File: src/rtl/rpn_expr_sequencer.sv
// -----------------------------------------------------------------------------
// rpn_expr_sequencer
//
// Initiator for a stack-based ALU. A postfix (RPN) token stream arrives on a
// valid/ready handshake. Each legal token becomes exactly one ALU opcode in a
// single issue slot. The sequencer keeps its own copy of the ALU stack depth,
// so an illegal token (push onto a full stack, or add/mul with fewer than two
// operands) is rejected before anything reaches the ALU. It is recorded in a
// sticky error flag. On END the ALU stack is drained with pops. The first pop
// returns the top of stack, which is the expression result. That result is
// then presented on a valid/ready result port together with the error flag.
//
// Ports
//   clk, rst_n            single clock, asynchronous active-low reset
//   tok_valid/tok_ready   token handshake (accept on valid && ready)
//   tok_kind              00 NUM, 01 ADD, 10 MUL, 11 END
//   tok_value             operand for NUM tokens
//   alu_opcode            100 add, 101 mul, 110 push, 111 pop, 000 idle
//   alu_data              push operand (zero otherwise)
//   alu_output            ALU output data, valid one edge after the opcode
//   alu_overflow          ALU overflow flag, valid one edge after the opcode
//   res_valid/res_ready   result handshake
//   res_data              expression result (zero when res_error is set)
//   res_error             invalid expression or arithmetic overflow
//
// All outputs are registered. The ALU samples alu_opcode at edge E, and its
// alu_output/alu_overflow are read back at edge E+1. Every legal token
// therefore takes three cycles: FETCH (handshake), ISSUE (opcode on the bus)
// and CHECK (read the overflow flag).
// -----------------------------------------------------------------------------
module rpn_expr_sequencer #(
  parameter int DATA_WIDTH = 8,
  parameter int STACK_SIZE = 64
) (
  input  logic                  clk,
  input  logic                  rst_n,
  input  logic                  tok_valid,
  output logic                  tok_ready,
  input  logic [1:0]            tok_kind,
  input  logic [DATA_WIDTH-1:0] tok_value,
  output logic [2:0]            alu_opcode,
  output logic [DATA_WIDTH-1:0] alu_data,
  input  logic [DATA_WIDTH-1:0] alu_output,
  input  logic                  alu_overflow,
  output logic                  res_valid,
  input  logic                  res_ready,
  output logic [DATA_WIDTH-1:0] res_data,
  output logic                  res_error
);

  localparam int DEPTH_W = $clog2(STACK_SIZE + 1);
  localparam logic [DEPTH_W-1:0] DEPTH_MAX = DEPTH_W'(STACK_SIZE);
  localparam logic [DEPTH_W-1:0] DEPTH_ONE = DEPTH_W'(1);
  localparam logic [DEPTH_W-1:0] DEPTH_TWO = DEPTH_W'(2);

  localparam logic [2:0] OP_IDLE = 3'b000;
  localparam logic [2:0] OP_ADD  = 3'b100;
  localparam logic [2:0] OP_MUL  = 3'b101;
  localparam logic [2:0] OP_PUSH = 3'b110;
  localparam logic [2:0] OP_POP  = 3'b111;

  localparam logic [1:0] TK_NUM = 2'b00;
  localparam logic [1:0] TK_ADD = 2'b01;
  localparam logic [1:0] TK_MUL = 2'b10;
  localparam logic [1:0] TK_END = 2'b11;

  // S_DRAIN decides whether another pop is needed. S_DPOP holds the pop on
  // the bus. S_DWAIT is the cycle in which the popped value is readable.
  typedef enum logic [2:0] {
    S_INIT,
    S_FETCH,
    S_ISSUE,
    S_CHECK,
    S_DRAIN,
    S_DPOP,
    S_DWAIT,
    S_RESULT
  } state_e;

  state_e                state_q,     state_d;
  logic [DEPTH_W-1:0]    depth_q,     depth_d;
  logic [DEPTH_W-1:0]    init_cnt_q,  init_cnt_d;
  logic                  err_q,       err_d;
  logic                  arith_q,     arith_d;
  logic                  first_pop_q, first_pop_d;
  logic [DATA_WIDTH-1:0] result_q,    result_d;
  logic                  tok_ready_q, tok_ready_d;
  logic [2:0]            alu_opcode_q, alu_opcode_d;
  logic [DATA_WIDTH-1:0] alu_data_q,  alu_data_d;
  logic                  res_valid_q, res_valid_d;
  logic [DATA_WIDTH-1:0] res_data_q,  res_data_d;
  logic                  res_error_q, res_error_d;

  always_ff @(posedge clk or negedge rst_n) begin
    if (!rst_n) begin
      state_q      <= S_INIT;
      depth_q      <= '0;
      init_cnt_q   <= '0;
      err_q        <= 1'b0;
      arith_q      <= 1'b0;
      first_pop_q  <= 1'b0;
      result_q     <= '0;
      tok_ready_q  <= 1'b0;
      alu_opcode_q <= OP_IDLE;
      alu_data_q   <= '0;
      res_valid_q  <= 1'b0;
      res_data_q   <= '0;
      res_error_q  <= 1'b0;
    end else begin
      state_q      <= state_d;
      depth_q      <= depth_d;
      init_cnt_q   <= init_cnt_d;
      err_q        <= err_d;
      arith_q      <= arith_d;
      first_pop_q  <= first_pop_d;
      result_q     <= result_d;
      tok_ready_q  <= tok_ready_d;
      alu_opcode_q <= alu_opcode_d;
      alu_data_q   <= alu_data_d;
      res_valid_q  <= res_valid_d;
      res_data_q   <= res_data_d;
      res_error_q  <= res_error_d;
    end
  end

  // The registered outputs are computed one cycle ahead. Each _d value is the
  // value the output must carry while the FSM sits in state_d. The opcode and
  // push data default to idle/zero, so any issue lasts exactly one cycle.
  always_comb begin
    state_d      = state_q;
    depth_d      = depth_q;
    init_cnt_d   = init_cnt_q;
    err_d        = err_q;
    arith_d      = arith_q;
    first_pop_d  = first_pop_q;
    result_d     = result_q;
    tok_ready_d  = tok_ready_q;
    alu_opcode_d = OP_IDLE;
    alu_data_d   = '0;
    res_valid_d  = res_valid_q;
    res_data_d   = res_data_q;
    res_error_d  = res_error_q;

    unique case (state_q)
      // The ALU stack contents are unknown after reset. STACK_SIZE pops empty
      // it whatever it held. The overflow flag is not looked at here.
      S_INIT: begin
        depth_d = '0;
        if (init_cnt_q != DEPTH_MAX) begin
          alu_opcode_d = OP_POP;
          init_cnt_d   = init_cnt_q + 1'b1;
        end else begin
          init_cnt_d  = '0;
          state_d     = S_FETCH;
          tok_ready_d = 1'b1;
        end
      end

      // An illegal NUM/ADD/MUL is consumed without reaching the ALU. It only
      // marks the expression as bad, and tok_ready stays high.
      S_FETCH: begin
        if (tok_valid && tok_ready_q) begin
          unique case (tok_kind)
            TK_NUM: begin
              if (depth_q != DEPTH_MAX) begin
                alu_opcode_d = OP_PUSH;
                alu_data_d   = tok_value;
                state_d      = S_ISSUE;
                tok_ready_d  = 1'b0;
              end else begin
                err_d = 1'b1;
              end
            end
            TK_ADD, TK_MUL: begin
              if (depth_q >= DEPTH_TWO) begin
                alu_opcode_d = (tok_kind == TK_ADD) ? OP_ADD : OP_MUL;
                state_d      = S_ISSUE;
                tok_ready_d  = 1'b0;
              end else begin
                err_d = 1'b1;
              end
            end
            TK_END: begin
              // A well-formed expression leaves exactly one value on the stack.
              if (depth_q != DEPTH_ONE) err_d = 1'b1;
              first_pop_d = 1'b1;
              state_d     = S_DRAIN;
              tok_ready_d = 1'b0;
            end
            default: ;
          endcase
        end
      end

      S_ISSUE: begin
        if (alu_opcode_q == OP_PUSH) begin
          depth_d = depth_q + 1'b1;
          arith_d = 1'b0;
        end else begin
          depth_d = depth_q - 1'b1;
          arith_d = 1'b1;
        end
        state_d = S_CHECK;
      end

      // This is edge E+1 for the opcode issued in S_ISSUE.
      S_CHECK: begin
        if (arith_q && alu_overflow) err_d = 1'b1;
        state_d     = S_FETCH;
        tok_ready_d = 1'b1;
      end

      S_DRAIN: begin
        if (depth_q == '0) begin
          state_d     = S_RESULT;
          res_valid_d = 1'b1;
          res_error_d = err_q;
          res_data_d  = err_q ? '0 : result_q;
        end else begin
          alu_opcode_d = OP_POP;
          state_d      = S_DPOP;
        end
      end

      S_DPOP: begin
        depth_d = depth_q - 1'b1;
        state_d = S_DWAIT;
      end

      // Only the first pop returns the expression result (top of stack). Any
      // further pops clear leftovers from a malformed expression.
      S_DWAIT: begin
        if (first_pop_q) begin
          result_d    = alu_output;
          first_pop_d = 1'b0;
        end
        state_d = S_DRAIN;
      end

      S_RESULT: begin
        if (res_ready) begin
          res_valid_d = 1'b0;
          res_data_d  = '0;
          res_error_d = 1'b0;
          err_d       = 1'b0;
          result_d    = '0;
          state_d     = S_FETCH;
          tok_ready_d = 1'b1;
        end
      end

      default: begin
        state_d = S_INIT;
      end
    endcase
  end

  assign tok_ready  = tok_ready_q;
  assign alu_opcode = alu_opcode_q;
  assign alu_data   = alu_data_q;
  assign res_valid  = res_valid_q;
  assign res_data   = res_data_q;
  assign res_error  = res_error_q;

endmodule

File: config.mk
export PLATFORM = sky130hd
export DESIGN_NAME = rpn_expr_sequencer
export DESIGN_NICKNAME = d
export VERILOG_FILES = /design/src/rtl/rpn_expr_sequencer.sv
export SDC_FILE = /design/constraint.sdc
export NUM_CORES = 1
export LEC_CHECK = 0
export CORE_MARGIN = 5
export CORE_UTILIZATION = 30
export DETAILED_ROUTE_END_ITERATION = 6
export GPL_ROUTABILITY_DRIVEN = 0
export SYNTH_ARGS = -nofsm -noshare
export SYNTH_HDL_FRONTEND = slang
export SYNTH_SLANG_ARGS = --single-unit
File: constraint.sdc
create_clock -name clk -period 2.7 [get_ports clk]
set_clock_uncertainty 0.2 [all_clocks]
set_input_delay 0.54 -clock clk [delete_from_list [all_inputs] [get_ports clk]]
set_output_delay 0.54 -clock clk [all_outputs]
set_load 0.02 [all_outputs]
==> metrics.md <==
| Metric | Value |
|---|---|
| Outcome | complete, no violations |
| Count of synthesis-stage warnings from yosys | 0 |
| Synthesis-to-layout area growth | 28.21% |
| Die boundary width | 104.2 µm |
| Crit share post-route | 86.22% |
| Power per standard cell area | 404.1 nW/µm² |
| Count of unique library cells instantiated by Yosys | 56 |
| Area of the placeable core | 8678 µm² |
| IR Drop Worst-Case VDD | 0.2142 mV |
| Final Hold Viols | 0 |
| Antenna violations before repair | 0 |
| Slew margin rel. | 53.62% |
| Final Net Count | 352 |
| First-pass GRT wire length | 11160 µm |
| Vias in the first global route | 2224 |
| Final Max Slew Viols | 0 |
| Fill count | 863 |
| Diodes inserted | 0 |
| Final instance count without filler cells | 427 |
| Tot GR Track Use | 12.26% |
| Share of the core filled with cells in the final layout | 39.32% |
| Cell total after placement | 418 |
| Register bit count reported by yosys | 50 |
| Half-perimeter wire length after placement | 4827 µm |
| IO Count | 45 |
| Worst Max-Slew Pin Slew | 691.1 ps |
| Number of vias per cell | 5.159 |
| Proportion of synthesized chip area in sequential cells | 47.01% |
| ANT nets after route | 0 |
| Clk sinks | 50 |
| Initial core utilization | 30.67% |
| Area taken by multi-input logic gates | 1316 µm² |
| Port buffer count | 44 |
| Post-Syn Area | 2661 µm² |
| Routed len/inst | 15.10 µm |
| Sequential Area | 1251 µm² |
| PostCTS Resize Cnt | 0 |
| Height of the die | 104.2 µm |
| Number of synthesized flops with an enable pin | 0 |
| Count of vias placed by the detailed router | 2203 |
| Skew-Pair Late Insertion Delay | 310 ps |
| Clock input transition at the sequential cells of the worst setup and hold paths | 100 ps |
| Count of hold buffers inserted by post-cts repair | 1 |
| Gate count after technology mapping | 265 |
| Max Buffers Root-to-Sink | 2 |
| Die Outline Area | 10850 µm² |
| Kind of critical path | input pin to flip-flop |
| Class of the most critical hold timing path | flip-flop to flip-flop |
| Synthesized area per cell | 10.04 µm² |
| Total wirelength of the detailed-routed design | 6446 µm |
| Clock H-tree levels | 2 |
| Element type at the critical path end | flip-flop |
| Number of buffers added for setup after CTS | 0 |
| Share of synthesized flip-flops with an asynchronous set or reset | 100.0% |
| Max FO, Critical Path | 5 |
| RSZ-0062 raised after global routing | no |
| Setup crit start kind | input pin |
| Clk root buf | sky130_fd_sc_hd__clkbuf_8 |
| DRT Pass-1 Iters | 4 |
| Total clock buffers created by CTS | 5 |
| Max-cap violations | 0 |
| Number of remaining DRC errors | 0 |
| Overflow left after global routing | 0 |
| Share of layout cells above drive strength 1 | 10.66% |
| Fmax | 429.6 MHz |
| Required time of the worst setup path | 2700 ps |
| Net Count, Synth | 299 |
| Final setup vio count | 0 |
| Final worst path period need | 2328 ps |
| Violation count after the first detailed-route iteration | 175 |
| Commonest register cell after synthesis | sky130_fd_sc_hd__dfrtp_1 |
| Fin Setup TNS | 0 ps |
| Largest net degree at the start of global routing | 42 |
| TritonCTS clock tree | built |
| Leading cell types in the layout, fill and taps excluded | 50 x sky130_fd_sc_hd__dfrtp_1, 43 x sky130_fd_sc_hd__clkdlybuf4s50_1, 23 x sky130_fd_sc_hd__nand2_1, 22 x sky130_fd_sc_hd__o21ai_0, 17 x sky130_fd_sc_hd__nor2_1 |
| Arrival time of data at the critical path endpoint | 2330 ps |
| Total Power | 1.379 mW |
| Site row count | 34 |
| Most common cell after layout, fill and taps aside | sky130_fd_sc_hd__dfrtp_1 |
| Leak pwr | 1.532 nW |
-- metal layers --
layer / wire, µm / up-vias / GRT usage, %
li1: - / 1093 / -
met1: 3127 / 1054 / 17.00
met2: 2938 / 51 / 19.22
met3: 338 / 5 / 3.352
met4: 42 / 0 / 2.498
met5: 0 / - / 0
-- logic make-up (layout without fill, tap and decap cells) --
family	after synthesis	in the layout	share of synthesized area [%]
fa+ha+maj	11	11	5.172
xor+xnor	2	2	0.6583
simple gates	92	92	18.90
flops	50	50	47.01
buf+inv	22	76	3.526
mux	3	3	1.222
compound gates	85	85	23.51
-- final timing paths --
path | endpoint | depth (start not counted) | slack, ps | start
max in group asynchronous | init_cnt_q[0]$_DFFE_PN0N_ | 3 | 1350 | rst_n
worst max-delay path | state_q[1]$_DFFE_PN0P_ | 7 | 370 | tok_kind[1]
worst max register to register | state_q[1]$_DFFE_PN0P_ | 5 | 390 | depth_q[3]$_DFFE_PN0P_
worst min-delay path | res_data[0]$_DFFE_PN0P_ | 1 | 300 | result_q[0]$_DFFE_PN0P_
worst min register to register | res_data[0]$_DFFE_PN0P_ | 1 | 300 | result_q[0]$_DFFE_PN0P_
min in group asynchronous | depth_q[0]$_DFFE_PN0P_ | 2 | 440 | rst_n
-- synthesized netlist by cell type (3+ instances only) --
| cell type | number | area [µm²] |
|---|---|---|
| sky130_fd_sc_hd__o21ai_0 | 22 | 110.1 |
| sky130_fd_sc_hd__a21oi_1 | 11 | 55.05 |
| sky130_fd_sc_hd__o21a_1 | 3 | 22.52 |
| sky130_fd_sc_hd__nand2_1 | 23 | 86.33 |
| sky130_fd_sc_hd__nand3_1 | 10 | 50.05 |
| sky130_fd_sc_hd__nand2b_1 | 6 | 37.54 |
| sky130_fd_sc_hd__ha_1 | 11 | 137.6 |
| sky130_fd_sc_hd__a22o_1 | 16 | 140.1 |
| sky130_fd_sc_hd__a22oi_1 | 3 | 22.52 |
| sky130_fd_sc_hd__clkbuf_1 | 8 | 30.03 |
| sky130_fd_sc_hd__nor2_1 | 17 | 63.81 |
| sky130_fd_sc_hd__and3_1 | 11 | 68.82 |
| sky130_fd_sc_hd__a31oi_1 | 5 | 31.28 |
| sky130_fd_sc_hd__inv_1 | 10 | 37.54 |
| sky130_fd_sc_hd__dfrtp_1 | 50 | 1251 |
| sky130_fd_sc_hd__nand3b_1 | 5 | 37.54 |
| sky130_fd_sc_hd__nor3_1 | 4 | 20.02 |
| sky130_fd_sc_hd__o22ai_1 | 3 | 18.77 |
-- area by class of cell --
cell class / instances / area share, %
Multi-Input combinational cell: 193 / 38.58
Sequential cell: 50 / 36.67
Clock inverter: 3 / 1.393
Clock buffer: 5 / 2.017
Tap cell: 108 / 3.960
Inverter: 10 / 1.100
Timing Repair Buffer: 58 / 16.28
-- where the power goes --
group | internal [mW] | switching, mW | total, mW | leakage [nW]
registers | 0.748 | 0 | 0.748 | 0.653
logic | 0.0397 | 0.0301 | 0.0698 | 0.820
clock network | 0.283 | 0.277 | 0.561 | 0.0591
-- state kept, by name, summed over array words and instances (netlist names) --
name         cells
alu_data         8
res_data         8
result_q         8
depth_q          7
init_cnt_q       7
alu_opcode       3
state_q          3
arith_q          1
err_q            1
first_pop_q      1
res_error        1
res_valid        1
tok_ready        1
-- worst max-delay path: stages --
cell and delay [ps]:
sky130_fd_sc_hd__clkdlybuf4s50_1 480, sky130_fd_sc_hd__inv_1 60, sky130_fd_sc_hd__ha_1 290, sky130_fd_sc_hd__or3b_2 470, sky130_fd_sc_hd__o32ai_4 200, sky130_fd_sc_hd__nor2_2 60
sky130_fd_sc_hd__a2bb2o_4 220
-- through the flow --
step / hold WS (ps) / area (µm²) / setup WS, ps
final: 299.6 / 3412 / 372.1
after global routing: 327.4 / 3412 / 309.3
after CTS: 304.2 / 3412 / 365.4
after floorplan: 44.41 / 2661 / 512.4
after global placement: 231.8 / 3286 / 75.77
after detailed placement: 232.5 / 3286 / 40.55
Power figures use the tool's default switching activity.
